==> config.mk <==
export PLATFORM = sky130hd
export DESIGN_NAME = hazard_fwd_ctrl
export DESIGN_NICKNAME = d
export VERILOG_FILES = /design/src/rtl/hazard_fwd_ctrl.sv
export SDC_FILE = /design/constraint.sdc
export NUM_CORES = 1
export LEC_CHECK = 0
export BUFFER_PORTS_ARGS = -buffer_cell sky130_fd_sc_hd__buf_2
export CORE_UTILIZATION = 40
export DETAILED_ROUTE_END_ITERATION = 16
export PLACE_DENSITY_LB_ADDON = 0.25
export RECOVER_POWER = 25
export SYNTH_ARGS = -nofsm -noshare
export SYNTH_HDL_FRONTEND = slang
export SYNTH_SLANG_ARGS = --single-unit
export TNS_END_PERCENT = 1
==> constraint.sdc <==
create_clock -name clk -period 2.7 [get_ports clk]
set_clock_uncertainty 0.05 [all_clocks]
set_input_delay 0.27 -clock clk [delete_from_list [all_inputs] [get_ports clk]]
set_output_delay 0.27 -clock clk [all_outputs]
set_load 0.02 [all_outputs]
==> src/rtl/hazard_fwd_ctrl.sv <==
// Load-use hazard detection and operand forwarding control for a 5-stage pipeline.
// Shadows the destination fields of EXE/MEM/WB and registers the EXE operand selects.
module hazard_fwd_ctrl (
   input  logic        clk,
   input  logic        rst,
   input  logic        ID_Valid,
   input  logic [4:0]  ID_Rs,
   input  logic [4:0]  ID_Rt,
   input  logic        ID_UseRs,
   input  logic        ID_UseRt,
   input  logic [4:0]  ID_Rw,
   input  logic        ID_RegWr,
   input  logic        ID_MemtoReg,
   input  logic        Flush,
   output logic [1:0]  FwdA,
   output logic [1:0]  FwdB,
   output logic        Stall,
   output logic        EX_Bubble,
   output logic [15:0] StallCnt
);

   typedef struct packed {
      logic       valid;
      logic       regWr;
      logic       memtoReg;
      logic [4:0] rw;
   } shadowT;

   localparam logic [1:0] SelMem = 2'b00;
   localparam logic [1:0] SelWb  = 2'b01;
   localparam logic [1:0] SelReg = 2'b10;
   localparam shadowT     EmptyEntry = '0;

   shadowT     exeEntry;
   shadowT     memEntry;
   shadowT     wbEntry;
   shadowT     exeNext;
   logic       exeProducer;
   logic       loadUse;
   logic       bubbleIn;
   logic [1:0] fwdANext;
   logic [1:0] fwdBNext;
   logic       unusedWb;

   function automatic logic isProducer(input shadowT e);
      return e.valid && e.regWr && (e.rw != 5'd0);
   endfunction

   // The nearer (EXE) producer wins over MEM; WB is never a source because the register file is write-first.
   function automatic logic [1:0] selectSrc(input logic readsReg, input logic [4:0] src,
                                            input logic bubble, input shadowT exe, input shadowT mem);
      if (bubble || !readsReg)
         return SelReg;
      else if (isProducer(exe) && (exe.rw == src))
         return SelMem;
      else if (isProducer(mem) && (mem.rw == src))
         return SelWb;
      else
         return SelReg;
   endfunction

   // Hazard detection, bubble insertion and next operand selects.
   always_comb begin
      exeProducer = isProducer(exeEntry);
      loadUse     = 1'b0;
      if (!rst && ID_Valid && !Flush && exeProducer && exeEntry.memtoReg) begin
         loadUse = (ID_UseRs && (ID_Rs == exeEntry.rw)) ||
                   (ID_UseRt && (ID_Rt == exeEntry.rw));
      end
      Stall    = loadUse;
      bubbleIn = loadUse || Flush || !ID_Valid;

      exeNext = EmptyEntry;
      if (!bubbleIn) begin
         exeNext.valid    = 1'b1;
         exeNext.regWr    = ID_RegWr;
         exeNext.memtoReg = ID_MemtoReg;
         exeNext.rw       = ID_Rw;
      end

      fwdANext = selectSrc(ID_UseRs, ID_Rs, bubbleIn, exeEntry, memEntry);
      fwdBNext = selectSrc(ID_UseRt, ID_Rt, bubbleIn, exeEntry, memEntry);
   end

   // Shadow pipeline, registered selects and the saturating stall counter.
   always_ff @(posedge clk) begin
      if (rst) begin
         exeEntry  <= EmptyEntry;
         memEntry  <= EmptyEntry;
         wbEntry   <= EmptyEntry;
         FwdA      <= SelReg;
         FwdB      <= SelReg;
         EX_Bubble <= 1'b1;
         StallCnt  <= 16'd0;
      end else begin
         wbEntry   <= memEntry;
         memEntry  <= exeEntry;
         exeEntry  <= exeNext;
         FwdA      <= fwdANext;
         FwdB      <= fwdBNext;
         EX_Bubble <= !exeNext.valid;
         if (Stall && (StallCnt != 16'hFFFF))
            StallCnt <= StallCnt + 16'd1;
      end
   end

   // The WB shadow is kept for completeness but feeds no forwarding path.
   assign unusedWb = ^wbEntry;

endmodule

==> results of run 1 <==
## power by group through the flow
stage          clock (uW)  combinational, uW  sequential [uW]
6_report              392               67.3              542
2_1_floorplan           0               35.4              553
3_3_place_gp            0               66.9              554
3_5_place_dp            0               67.4              554
5_1_grt               429               74.3              543
4_1_cts               408               67.9              542
## cell families (layout without fill, tap and decap cells)
family	Yosys count	after routing	synth area share (%)
simple gates	76	76	28.33
compound gates	38	38	14.72
flops	36	36	42.60
xor+xnor	20	20	10.36
buf+inv	11	59	2.589
fa+ha+maj	1	1	0.7395
mux	1	1	0.6656
## worst min-delay path by stage
stage / end / depth (start not counted)
3_3_place_gp: exeEntry[4] / 2
5_1_grt: exeEntry[6] / 2
6_report: exeEntry[6] / 2
2_1_floorplan: memEntry[1] / 1
3_5_place_dp: exeEntry[6] / 2
4_1_cts: exeEntry[6] / 2
## metrics by stage
step	utilization, %	worst slack (ns)
3_3_place_gp	48.85	0.5039
3_5_place_dp	48.85	0.4368
6_report	50.93	0.5857
5_1_grt	50.93	0.3815
2_1_floorplan	-	0.6362
4_1_cts	51.15	0.5554
## placed cells by master, fill, tap and decap left out, types with 5 or more instances in the layout
cell      instances
or4_1            13
nand3_1          10
xnor2_1           8
and2_1            9
a21oi_1          17
o31ai_1          11
buf_2            37
xor2_1           12
nand2_1           7
nor2b_1           6
nand4_1           5
dfxtp_1          36
nor2_1            6
clkbuf_8          5
clkbuf_1          7
## per-layer routing
| metal | up-vias | GRT usage, % | routed length [microns] |
|---|---|---|---|
| met2 | 50 | 24.75 | 1673 |
| met5 | - | 0 | 0 |
| met1 | 695 | 25.03 | 1723 |
| met4 | 0 | 7.181 | 42 |
| li1 | 780 | - | - |
| met3 | 4 | 5.651 | 212 |
## critical path: cells and delay by family, from the launching register on
kind	cells	cell delay (ns)
and+or+nand+nor	2	0.27
buffers and inverters	2	0.31
DFF	1	0.44
AOI/OAI and AO/OA	1	0.48
## registers in the layout (all words and copies together) (netlist names)
register and count:
FwdB 2, memEntry 7, StallCnt 16, exeEntry 8, EX_Bubble 1, FwdA 2
## layout make-up
type | instances | area [sq um] | share of cell area [%]
inverters | 4 | 15.01 | 0.7317
well taps | 50 | 62.56 | 3.049
clock buffers | 5 | 68.82 | 3.354
flip-flops and latches | 36 | 720.7 | 35.12
multi-input cells | 136 | 927.1 | 45.18
clock inverters | 3 | 23.77 | 1.159
repair buffers | 47 | 234.0 | 11.40
==> out/metrics.csv, run 1 <==
stage;metric;value;unit
synth;syn_nets;207;
floorplan;die width;67.03;microns
timing;fmax;0.4730;GHz
placed_design;Post-DP HPWL;2669;microns
synth;share of Yosys cell area claimed by the top area cell type;42.60;%
cells_and_area;ant diodes;0;
floorplan;Core Rows;23;
critical_path;Critical Path Fanout Max;10;
placed_design;placer congestion estimate;0.8252;
pwr;Power Dens Cells;488.1;nW/um^2
synth;Synth area leader;dfxtp_1;
cells_and_area;design area;2052;sq um
timing;RSZ-0062 raised after global routing;no;
route;via count;1529;
synth;Synth async-reset ratio;0;%
timing;Slew Limit Headroom;46.85;%
pwr;clock share of power;39.2;%
critical_path;setup slack, reg-to-reg;0.59;ns
critical_path;worst r2r path cells;6;
synth;Main synth FF type;dfxtp_1;
critical_path;crit-path cells;nor4_1 -> buf_4 -> a211oi_4 -> and2_1 -> buf_2;
synth;Synth Instances;183;
route;TritonRoute pass-1 iters;4;
synth;post-synthesis sequential area ratio;42.60;%
floorplan;io pins;45;
clock_tree;clk sinks;36;
global_route;initial antenna violation count;0;
pwr;Leak;0.0007796;uW
placed_design;placed cell areas;1968;sq um
cells_and_area;Area growth syn-to-layout;21.30;%
clock_tree;CTS clock-pin slew for the worst setup and hold paths;0.08;ns
timing;TNS Setup;0;ns
floorplan;core footprint;4029;sq um
clock_tree;setup repair bufs after CTS;0;
critical_path;crit end category;primary output;
clock_tree;Clock Latency Late Sink;0.29;ns
placed_design;IO buf count;44;
synth;YS warnings;0;
timing;minimum clock period;2.114;ns
job;max-cap viol count;0;
outcome;status;finished clean;
timing;Max Slew Vio Count;0;
synth;flip-flop and latch count after synthesis;36;
global_route;global-route wire length before repair;5851;microns
floorplan;Die H;67.03;microns
cells_and_area;layout cells sized above 1;23.38;%
synth;Synth area leaders;dfxtp_1, xor2_1, or4_1, a21oi_1, o31ai_1;
route;antenna-violating nets left;0;
synth;EDFF count, synth;0;
global_route;GRT Residual Overflow;0;
timing;Fin. Hold Viols;0;
global_route;Total GRT Usage;17.86;%
timing;Hold WS;0.1195;ns
pwr;Int Power;750.9;uW
worst_hold_path;Hold Crit Start;ID_RegWr;
floorplan;Initial Util;41.99;%
timing;count of final setup violators;0;
critical_path;CP endpoint;Stall;
critical_path;RR Startpoint;exeEntry[4];
clock_tree;largest buffer count on any clock path;2;
synth;mean area per synthesized cell;9.244;sq um
timing;fin crit share;78.31;%
critical_path;startpoint types;flip-flop;
critical_path;CP startpoint;exeEntry[4];
synth;Post-Syn Area;1692;sq um
route;DRT Wirelength;3651;microns
critical_path;R2R Path End;StallCnt[10];
clock_tree;post_cts resized;0;
synth;Post-synth top cells;dfxtp_1, a21oi_1, or4_1, xor2_1, o31ai_1;
clock_tree;CTS tree;done;
route;initial detailed-routing violation count;87;
synth;post-synthesis cell type count;32;
pwr;Total Power;1001;uW
clock_tree;H-Tree Depth;2;
clock_tree;Clock Tree Root;clkbuf_8;
pwr;Comb pwr share;6.7;%
cells_and_area;Fillers;395;
pwr;switching share of power;25.03;%
clock_tree;CTS Buf Count;5;
global_route;vias in the first global route;1254;
placed_design;DP Cell Count;273;
worst_hold_path;HP Class;primary input to flip-flop;
critical_path;CP max stage cell;a211oi_4;
route;vias per cell;5.441;
timing;Worst Tran Pin Value;0.7973;ns
pwr;Flop pwr share;54.1;%
cells_and_area;Final #Nets;254;
global_route;pin count of the biggest net entering global routing;31;
pwr;VDD IR max;0.3054;mV
critical_path;Worst Path Arrival;1.79;ns
floorplan;die area;4493;sq um
cells_and_area;Final Non-Filler Cells;281;
critical_path;Slowest Stage Delay on Critical Path;0.48;ns
route;drt drc;0;
critical_path;critical path required time;2.38;ns
pwr;Net Sw Power;250.6;uW
clock_tree;# hold bufs at CTS;0;
route;DR WL/cell;12.99;microns
critical_path;critical path class;flip-flop to primary output;
synth;most frequent cell after synthesis;dfxtp_1;
No activity file was read; power rests on OpenSTA's default activity.
==> run 2, diff against run 1 <==
==> constraint.sdc (replaced) <==
create_clock -name clk -period 1.84 [get_ports clk]
set_clock_uncertainty 0.05 [all_clocks]
set_input_delay 0.184 -clock clk [delete_from_list [all_inputs] [get_ports clk]]
set_output_delay 0.184 -clock clk [all_outputs]
set_load 0.02 [all_outputs]
==> run 2 against run 1 <==
- the run now ends with setup timing left
- critical path depth increased by 1
- global-route usage up 1.4 points
- clock power is 46% higher
- sequential power rose by 46%
- count of clock-buffer cells in the layout increased by 3
- via count is 5.8% higher
- wire length up 8.6%
- critical path type is now flip-flop to flip-flop
==> out/metrics.csv, run 2 (synthesis results as in run 1) <==
stage;metric;value;unit;change
cells_and_area;Biggest register;StallCnt;;unchanged
cells_and_area;most frequent cells in the layout;buf_2, dfxtp_1, buf_4;;was buf_2, dfxtp_1, a21oi_1
clock_tree;CTS tree;done;;unchanged
cells_and_area;commonest non-fill, non-tap cell in the layout;buf_2;;unchanged
placed_design;DP Cell Count;287;;was 273
critical_path;worst r2r path cells;6;;unchanged
clock_tree;Clock Latency Late Sink;0.29;ns;about the same
critical_path;setup slack, reg-to-reg;-0.02;ns;was 0.59 ns
timing;Slew Limit Headroom;74.26;%;was 46.85%
timing;fmax;0.5365;GHz;
timing;Hold WS;0.04446;ns;was 0.1195 ns
outcome;status;complete, but fails checks;;was finished clean
cells_and_area;design area;2366;sq um;was 2052 sq um
cells_and_area;Fillers;385;;was 395
critical_path;Worst Path Arrival;2.04;ns;was 1.79 ns
route;drt drc;0;;unchanged
placed_design;Post-DP HPWL;2863;microns;was 2669 microns
critical_path;CP max stage cell;or4_4;;was a211oi_4
timing;Fin. Hold Viols;0;;unchanged
floorplan;die area;4493;sq um;unchanged
clock_tree;Clock Tree Root;clkbuf_8;;unchanged
timing;RSZ-0062 raised after global routing;yes;;was no
critical_path;startpoint types;flip-flop;;unchanged
floorplan;Core Rows;23;;unchanged
critical_path;critical path required time;2.01;ns;was 2.38 ns
timing;Max Slew Vio Count;0;;unchanged
critical_path;RR Startpoint;exeEntry[3];;was exeEntry[4]
clock_tree;# hold bufs at CTS;0;;unchanged
route;vias per cell;5.426;;was 5.441
global_route;global-route wire length before repair;6389;microns;was 5851 microns
global_route;Total GRT Usage;19.27;%;was 17.86%
route;via count;1617;;was 1529
critical_path;R2R Path End;StallCnt[8];;was StallCnt[10]
floorplan;io pins;45;;unchanged
cells_and_area;Largest regs;StallCnt (16), exeEntry (8), memEntry (7);;unchanged
route;TritonRoute pass-1 iters;4;;unchanged
cells_and_area;Final #Nets;271;;was 254
critical_path;CP startpoint;exeEntry[3];;was exeEntry[4]
clock_tree;largest buffer count on any clock path;2;;unchanged
timing;count of final setup violators;10;;was 0
floorplan;Die H;67.03;microns;unchanged
global_route;GRT Residual Overflow;0;;unchanged
clock_tree;CTS Buf Count;5;;unchanged
global_route;vias in the first global route;1403;;was 1254
critical_path;Slowest Stage Delay on Critical Path;0.51;ns;was 0.48 ns
critical_path;critical path class;flip-flop to flip-flop;;was flip-flop to primary output
cells_and_area;Area growth syn-to-layout;39.87;%;was 21.30%
route;DR WL/cell;13.31;microns;was 12.99 microns
floorplan;core footprint;4029;sq um;unchanged
cells_and_area;ant diodes;0;;unchanged
critical_path;crit-path cells;xor2_1 -> nor3_2 -> a32oi_2 -> buf_12 -> or4_4 -> a21oi_2;;was nor4_1 -> buf_4 -> a211oi_4 -> and2_1 -> buf_2
critical_path;CP endpoint;StallCnt[8];;was Stall
cells_and_area;Final Non-Filler Cells;298;;was 281
pwr;VDD IR max;0.3960;mV;was 0.3054 mV
timing;Worst Tran Pin Value;0.3826;ns;was 0.7973 ns
placed_design;IO buf count;44;;unchanged
route;DRT Wirelength;3966;microns;was 3651 microns
critical_path;crit end category;flip-flop;;was primary output
cells_and_area;layout cells sized above 1;43.15;%;was 23.38%
clock_tree;H-Tree Depth;2;;unchanged
pwr;Leak;0.0009482;uW;was 0.0007796 uW
clock_tree;CTS clock-pin slew for the worst setup and hold paths;0.07;ns;was 0.08 ns
cells_and_area;max reg flops;16;;unchanged
route;antenna-violating nets left;0;;unchanged
timing;fin crit share;101.3;%;
placed_design;placed cell areas;2127;sq um;was 1968 sq um
outcome;violated checks;setup timing;;
critical_path;Critical Path Fanout Max;28;;was 10
placed_design;placer congestion estimate;0.8216;;was 0.8252
route;initial detailed-routing violation count;65;;was 87
timing;minimum clock period;1.864;ns;
job;max-cap viol count;0;;unchanged
global_route;initial antenna violation count;0;;unchanged
clock_tree;clk sinks;36;;unchanged
timing;Final WS setup;-0.02377;ns;was 0.5857 ns
floorplan;die width;67.03;microns;unchanged
floorplan;Initial Util;41.99;%;unchanged
global_route;pin count of the biggest net entering global routing;29;;was 31
pwr;Power Dens Cells;626.1;nW/um^2;was 488.1 nW/um^2
worst_hold_path;HP Class;primary input to flip-flop;;unchanged
-- run 2: cell count changes in the layout (fill, tap and decap cells not counted), sizes merged --
cell      before  now
clkinv         1    0
clkinvlp       2    0
clkbuf        12   11
buf           40   61
-- run 2: layout make-up --
| class | instances | area, sq um | area share, % |
|---|---|---|---|
| clock buffers | 8 | 90.09 | 3.808 |
| inverters | 4 | 15.01 | 0.6346 |
| flip-flops and latches | 36 | 750.7 | 31.73 |
| repair buffers | 64 | 421.7 | 17.82 |
| well taps | 50 | 62.56 | 2.644 |
| multi-input cells | 136 | 1026 | 43.36 |
-- run 2: what timing repair did --
item                                    in CTS  in global routing
gates cloned                                 1                  0
resized for setup                           20                 12
endpoints found under the setup margin      16                 26
pin swaps                                    9                  7
setup buffers                                2                  0
-- run 2: power by group --
| group | switching [uW] | internal, uW |
|---|---|---|
| Clock | 269 | 305 |
| Sequential | 7.50 | 782 |
| Combinational | 59.2 | 59.3 |
-- run 2: worst min path at each step --
stage / startpoint / endpoint / slack, ns / cells after the start
global route: ID_Rw[0] / exeEntry[0] / 0.03 / 2
finish: ID_MemtoReg / exeEntry[5] / 0.04 / 2
floorplan: rst / memEntry[1] / 0.21 / 1
CTS: ID_MemtoReg / exeEntry[5] / 0.04 / 2
detailed placement: ID_RegWr / exeEntry[6] / 0.34 / 2
global placement: ID_MemtoReg / exeEntry[5] / 0.33 / 2
-- run 2: metal layers --
metal | part of all wire, % | global-route usage [%] | up-vias
met5 | 0 | 0 | -
met4 | 1.5 | 9.309 | 0
met3 | 4.4 | 4.452 | 5
met2 | 47 | 28.88 | 36
met1 | 47 | 25.60 | 765
li1 | - | - | 811
-- run 2: critical path: cells and delay by family, from the launching register on --
kind,cells,cell delay [ns]
compound gates,2,0.31
xor+xnor,1,0.16
buf+inv,1,0.18
flops,1,0.36
simple gates,2,0.73
-- run 2: through the flow --
| step | utilization [%] | worst slack, ns | power [uW] | TNS [ns] |
|---|---|---|---|---|
| 6_report | 58.73 | -0.02377 | 1481 | -0.1411 |
| 5_1_grt | 58.73 | -0.1250 | 1543 | -1.367 |
| 4_1_cts | 57.73 | -0.008768 | 1501 | -0.01759 |
| 3_5_place_dp | 52.80 | -0.1157 | 921.9 | -0.7427 |
| 3_3_place_gp | 52.80 | -0.04923 | 920.4 | -0.2474 |
| 2_1_floorplan | - | 0.01486 | 862.2 | 0 |
